### src/rtl/instr_fetch_if.sv
// Fetch-unit bus bundle: instruction memory read port, decode-side handshake,
// redirect input and the transfer counter.
interface instr_fetch_if;
    logic        imem_req;
    logic [31:0] imem_addr;
    logic        imem_ack;
    logic [31:0] imem_rdata;
    logic [31:0] instr;
    logic [31:0] instr_pc;
    logic        instr_valid;
    logic        instr_ready;
    logic        redirect;
    logic [31:0] redirect_target;
    logic [31:0] instr_count;

    modport master (
        output imem_req, imem_addr, instr, instr_pc, instr_valid, instr_count,
        input  imem_ack, imem_rdata, instr_ready, redirect, redirect_target
    );

    modport slave (
        input  imem_req, imem_addr, instr, instr_pc, instr_valid, instr_count,
        output imem_ack, imem_rdata, instr_ready, redirect, redirect_target
    );
endinterface

### src/rtl/instr_fetch_unit.sv
// Single-outstanding instruction fetcher: FETCH issues a read, HOLD presents the
// instruction, DROP drains a request that a redirect has made stale.
module instr_fetch_unit #(
    parameter logic [31:0] RESET_PC = 32'h0000_0000
) (
    input  logic          clk,
    input  logic          rst,
    instr_fetch_if.master bus
);
    typedef enum logic [1:0] {FETCH, HOLD, DROP} state_e;

    state_e      state_q, state_d;
    logic [31:0] pc_q, pc_d;
    logic [31:0] addr_q, addr_d;
    logic [31:0] instr_q, instr_d;
    logic [31:0] ipc_q, ipc_d;
    logic [31:0] cnt_q, cnt_d;
    logic        req_q, req_d;
    logic        valid_q, valid_d;
    logic [31:0] tgt;
    logic        ack;
    logic        unused_tgt_lsbs;

    assign tgt             = {bus.redirect_target[31:2], 2'b00};
    assign unused_tgt_lsbs = ^bus.redirect_target[1:0];
    // An ack only means something while our own request is on the bus.
    assign ack             = req_q & bus.imem_ack;

    always_comb begin
        state_d = state_q;
        pc_d    = pc_q;
        instr_d = instr_q;
        ipc_d   = ipc_q;
        cnt_d   = cnt_q;
        unique case (state_q)
            FETCH: begin
                if (bus.redirect) begin
                    pc_d    = tgt;
                    state_d = (req_q && !bus.imem_ack) ? DROP : FETCH;
                end else if (ack) begin
                    instr_d = bus.imem_rdata;
                    ipc_d   = pc_q;
                    state_d = HOLD;
                end
            end
            HOLD: begin
                if (bus.instr_ready) cnt_d = cnt_q + 32'd1;
                if (bus.redirect) begin
                    pc_d    = tgt;
                    state_d = FETCH;
                end else if (bus.instr_ready) begin
                    pc_d    = pc_q + 32'd4;
                    state_d = FETCH;
                end
            end
            DROP: begin
                if (bus.redirect) pc_d = tgt;
                if (ack) state_d = FETCH;
            end
            default: state_d = FETCH;
        endcase
        // DROP keeps the stale address on the bus until its ack returns.
        req_d   = (state_d != HOLD);
        valid_d = (state_d == HOLD);
        addr_d  = (state_d == DROP) ? addr_q : pc_d;
    end

    always_ff @(posedge clk or posedge rst) begin
        if (rst) begin
            state_q <= FETCH;
            pc_q    <= RESET_PC;
            addr_q  <= RESET_PC;
            instr_q <= 32'd0;
            ipc_q   <= 32'd0;
            cnt_q   <= 32'd0;
            req_q   <= 1'b0;
            valid_q <= 1'b0;
        end else begin
            state_q <= state_d;
            pc_q    <= pc_d;
            addr_q  <= addr_d;
            instr_q <= instr_d;
            ipc_q   <= ipc_d;
            cnt_q   <= cnt_d;
            req_q   <= req_d;
            valid_q <= valid_d;
        end
    end

    assign bus.imem_req    = req_q;
    assign bus.imem_addr   = addr_q;
    assign bus.instr       = instr_q;
    assign bus.instr_pc    = ipc_q;
    assign bus.instr_valid = valid_q;
    assign bus.instr_count = cnt_q;
endmodule

### src/flat_wrapper.sv
// flat-port wrapper written by rule: the top's interface ports become plain ports
module instr_fetch_unit_flat 
#(
    parameter logic [31:0] RESET_PC = 32'h0000_0000
)
  (clk, rst, bus_imem_req, bus_imem_addr, bus_instr, bus_instr_pc, bus_instr_valid, bus_instr_count, bus_imem_ack, bus_imem_rdata, bus_instr_ready, bus_redirect, bus_redirect_target);
  instr_fetch_if bus_i ();
  input  logic clk;
  input  logic rst;
  output wire logic [$bits(bus_i.imem_req)-1:0] bus_imem_req;
  output wire logic [$bits(bus_i.imem_addr)-1:0] bus_imem_addr;
  output wire logic [$bits(bus_i.instr)-1:0] bus_instr;
  output wire logic [$bits(bus_i.instr_pc)-1:0] bus_instr_pc;
  output wire logic [$bits(bus_i.instr_valid)-1:0] bus_instr_valid;
  output wire logic [$bits(bus_i.instr_count)-1:0] bus_instr_count;
  input wire logic [$bits(bus_i.imem_ack)-1:0] bus_imem_ack;
  input wire logic [$bits(bus_i.imem_rdata)-1:0] bus_imem_rdata;
  input wire logic [$bits(bus_i.instr_ready)-1:0] bus_instr_ready;
  input wire logic [$bits(bus_i.redirect)-1:0] bus_redirect;
  input wire logic [$bits(bus_i.redirect_target)-1:0] bus_redirect_target;
  assign bus_imem_req = bus_i.imem_req;
  assign bus_imem_addr = bus_i.imem_addr;
  assign bus_instr = bus_i.instr;
  assign bus_instr_pc = bus_i.instr_pc;
  assign bus_instr_valid = bus_i.instr_valid;
  assign bus_instr_count = bus_i.instr_count;
  assign bus_i.imem_ack = bus_imem_ack;
  assign bus_i.imem_rdata = bus_imem_rdata;
  assign bus_i.instr_ready = bus_instr_ready;
  assign bus_i.redirect = bus_redirect;
  assign bus_i.redirect_target = bus_redirect_target;
  instr_fetch_unit #(.RESET_PC(RESET_PC)) u_core (.clk(clk), .rst(rst), .bus(bus_i));
endmodule
### config.mk
export PLATFORM = sky130hd
export DESIGN_NAME = instr_fetch_unit_flat
export DESIGN_NICKNAME = d
export VERILOG_FILES = /design/src/rtl/instr_fetch_if.sv /design/src/rtl/instr_fetch_unit.sv /design/src/flat_wrapper.sv
export SDC_FILE = /design/constraint.sdc
export NUM_CORES = 1
export LEC_CHECK = 0
export BUFFER_PORTS_ARGS = -buffer_cell sky130_fd_sc_hd__buf_4
export CORE_MARGIN = 5
export CORE_UTILIZATION = 48
export CTS_CLUSTER_DIAMETER = 150
export CTS_CLUSTER_SIZE = 10
export DETAILED_ROUTE_END_ITERATION = 8
export GPL_TIMING_DRIVEN = 0
export PLACE_DENSITY = 0.77
export SETUP_SLACK_MARGIN = 0.2
export SLEW_MARGIN = 15
export SYNTH_ARGS = -nofsm -noshare
export SYNTH_HDL_FRONTEND = slang
export SYNTH_SLANG_ARGS = --single-unit
### constraint.sdc
create_clock -name clk -period 5.47 [get_ports clk]
set_clock_uncertainty 0.1 [all_clocks]
set_input_delay 1.094 -clock clk [delete_from_list [all_inputs] [get_ports clk]]
set_output_delay 1.094 -clock clk [all_outputs]
set_load 0.005 [all_outputs]
==> qor.yml <==
run_status:
  outcome: "finished clean"
layout:
  fin_area_mm2: 0.00981
  multi_input_area_mm2: 0.00309
  seqCellArea_mm2: 0.00410
  fillCellCount: 1233
  utilization_pct: 64.5
  final_cell_count_no_fill: 1063
  area_delta_synth_final_pct: 32.3
  final_nets: 933
  n_antenna_cell: 0
  drive_above_1_share_pct: 39.1
yosys:
  async_reset_ff_share_pct: 100
  synth_top_area_share_pct: 55.3
  synth_area_mm2: 0.00742
  synthTopCellsByArea: "dfrtp_1 55%, mux2_2 13%, nand2_1 2.4%"
  synth_edf_count: 0
  yosysSeqAreaShare_pct: 55.3
  synth.distinct_cells: 68
  synthesis.nets: 713
  synth_ff_type: "dfrtp_1"
  avgSynthCellArea_um2: 11.6
  synth_seq_cells: 164
  netlist_instances: 642
  yosysWarnings: 0
  yosysTopAreaCell: "dfrtp_1"
timing:
  drv_slew: 0
  period_share_pct: 55.7
  finalSetupTns_ns: 0
  slew_headroom_pct: 33.0
  setup_viol: 0
  finalHoldViolCount: 0
  tightest_slew_ns: 1.00
  rsz0062_at_grt: "no"
  final.min_clock_period_ns: 3.05
  timing.fmax_ghz: 0.328
clock_tree:
  cts_buffer_depth: 2
  worstSkewPairLatency_ns: 0.42
  cts_sinks: 164
  hold_buffers: 0
  cts-resized-gates: 0
  clk_pin_slew_ns: 0.07
  cts_made_buffers: 17
  postCtsSetupRepairBufs: 0
  cts_root_buffer: "clkbuf_16"
  htree_levels: 4
  cts_tree: "done"
detailed_routing:
  drtAntennaViolNets: 0
  drt_wl_total_um: 20500
  dr.pass1.iters: 5
  wire_per_inst_um: 19.2
  avgViaCountPerCell: 5.75
  drc: 0
  num_vias: 6112
  drt_iter0_drc: 421
placement:
  dpl.hpwl_um: 15300
  portBuffers: 196
  post-place-cells: 1031
  place_congestion: 0.957
  dpl_cell_area_mm2: 0.00924
floorplanning:
  die_x_um: 134
  die_area_mm2: 0.0180
  rows: 45
  core_mm2: 0.0152
  start_util_pct: 48.8
  io_pins: 199
  die_h_um: 134
global_route:
  grt_use_total_pct: 23.0
  grt_pass1_wl_um: 32400
  grt_max_degree: 38
  antenna_found_initial: 0
  grt.overflow.total: 0
  grt_pass1_vias: 6014
power_and_ir_drop:
  power_uw: 3930
  powerDensity_mw_per_mm2: 400
  vdd_drop_max_mv: 0.271
  p_leak_uw: 0.00441
hold_path:
  min_from: "u_core.bus.instr_count[31]$_DFFE_PP0P_"
  hold_path.class: "reg2reg"
  worstHoldEndpoint: "u_core.bus.instr_count[31]$_DFFE_PP0P_"
  hold_path_depth: 1
critical_path:
  r2r-end: "u_core.bus.instr[29]$_DFFE_PP0P_"
  critPathKind: "in2reg"
  slowest_stage: "buf_1"
  reg2reg_depth: 7
  critPathTopFamily: "buffers and inverters"
  cp-start-kind: "input port"
  cp_max_fo: 10
  setup.worst_path.end_class: "flip-flop"
  required_ns: 5.68
  cpMostUsedCell: "nor2_1"
  reg2reg_slack_ns: 2.58
  cp_num_buf_inv: 3
  r2r-start: "u_core.state_q[1]$_DFF_PP0_"
  worstPathCellList: "buf_4 > nor2_1 > nand3_1 > nor2_1 > buf_1 > buf_2 > mux2_2"
  cp_slowest_stage_delay_ns: 0.61
  worstPathArrival_ns: 3.25
job:
  cap_viol_max_count: 0
==> report_power, final <==
group          switching, µW  internal, µW
registers                200          1510
logic                    432           624
clock network            478           684
total                   1110          2820
==> cells by family after synthesis <==
| kind of cell | synth area share, % |
|---|---|
| fa+ha+maj | 0.337 |
| flops | 55.3 |
| simple gates | 14.8 |
| xor+xnor | 3.78 |
| mux | 13.4 |
| buf+inv | 3.05 |
| compound gates | 9.38 |
==> synth_stat cells, types with 4 or more instances <==
cell and number:
inv_1 14, xnor2_1 19, o311ai_0 5, nor2_1 39, or3_1 4, nor4_1 12
clkbuf_1 20, a31oi_1 6, a21oi_1 10, and4_1 4, nand4_1 15, buf_2 10
and2_1 4, nand3_1 31, buf_1 7, and3_1 10, nor3_1 22, xor2_1 13
mux2_2 87, o21ai_0 12, o32ai_1 4, dfrtp_1 164, nand2_1 47, o31ai_1 6
o22ai_1 5
==> sequential cells by signal, indices dropped and copies added, names as in the netlist <==
signal                  flops
u_core.bus.instr_count     32
u_core.bus.imem_req         1
u_core.bus.instr_valid      1
u_core.bus.instr_pc        32
u_core.pc_q                32
u_core.bus.instr           32
u_core.state_q              2
u_core.bus.imem_addr       32
==> stage by stage <==
| stage | setup slack, ns | hold WS [ns] |
|---|---|---|
| after floorplan | 2.19 | 0.364 |
| after global routing | 2.23 | 0.410 |
| after detailed placement | 1.99 | 0.367 |
| after CTS | 2.41 | 0.376 |
| after global placement | 1.21 | 0.361 |
| final | 2.42 | 0.374 |
==> cell usage in the layout (no fill, tap or decap), drive strengths merged, types with 4 or more instances in the layout <==
cell    instances
o32ai           4
mux2           88
o22ai           5
inv            14
and2            4
and4            4
xnor2          19
a21oi          10
dfrtp         164
or4             4
buf           220
nand3          31
nor2           39
nand4          17
a211oi          4
xor2           13
o21ai          12
o31ai           6
clkbuf         40
clkinv          8
nor4           12
o311ai          5
and3           10
nor3           22
or3             4
a31oi           6
nand2          47
==> area by class of cell <==
class | instances | share of cell area, %
clock inverters | 12 | 1.33
repair buffers | 201 | 16.1
multi-input cells | 424 | 31.5
plain buffers | 39 | 1.73
flip-flops and latches | 164 | 41.8
well taps | 188 | 2.40
inverters | 15 | 0.612
clock buffers | 20 | 4.55
==> worst max-delay path by stage <==
stage / from / to / slack (ns) / depth (start not counted)
global placement: rst / u_core.bus.instr[19]$_DFFE_PP0P_ / 1.21 / 2
global route: bus_redirect / u_core.bus.instr_pc[4]$_DFFE_PP0P_ / 2.23 / 7
floorplan: rst / u_core.bus.imem_addr[0]$_DFFE_PP0P_ / 2.19 / 1
detailed placement: bus_redirect / u_core.bus.instr[29]$_DFFE_PP0P_ / 1.99 / 7
CTS: bus_redirect / u_core.bus.instr_pc[4]$_DFFE_PP0P_ / 2.41 / 7
finish: bus_redirect / u_core.bus.instr[29]$_DFFE_PP0P_ / 2.42 / 7
==> layer usage <==
layer	track usage, %	routed length, µm
met1	31.4	8690
met2	35.2	9640
met3	6.60	1540
met4	8.65	583
met5	0	0
No activity file was read; power rests on OpenSTA's default activity.
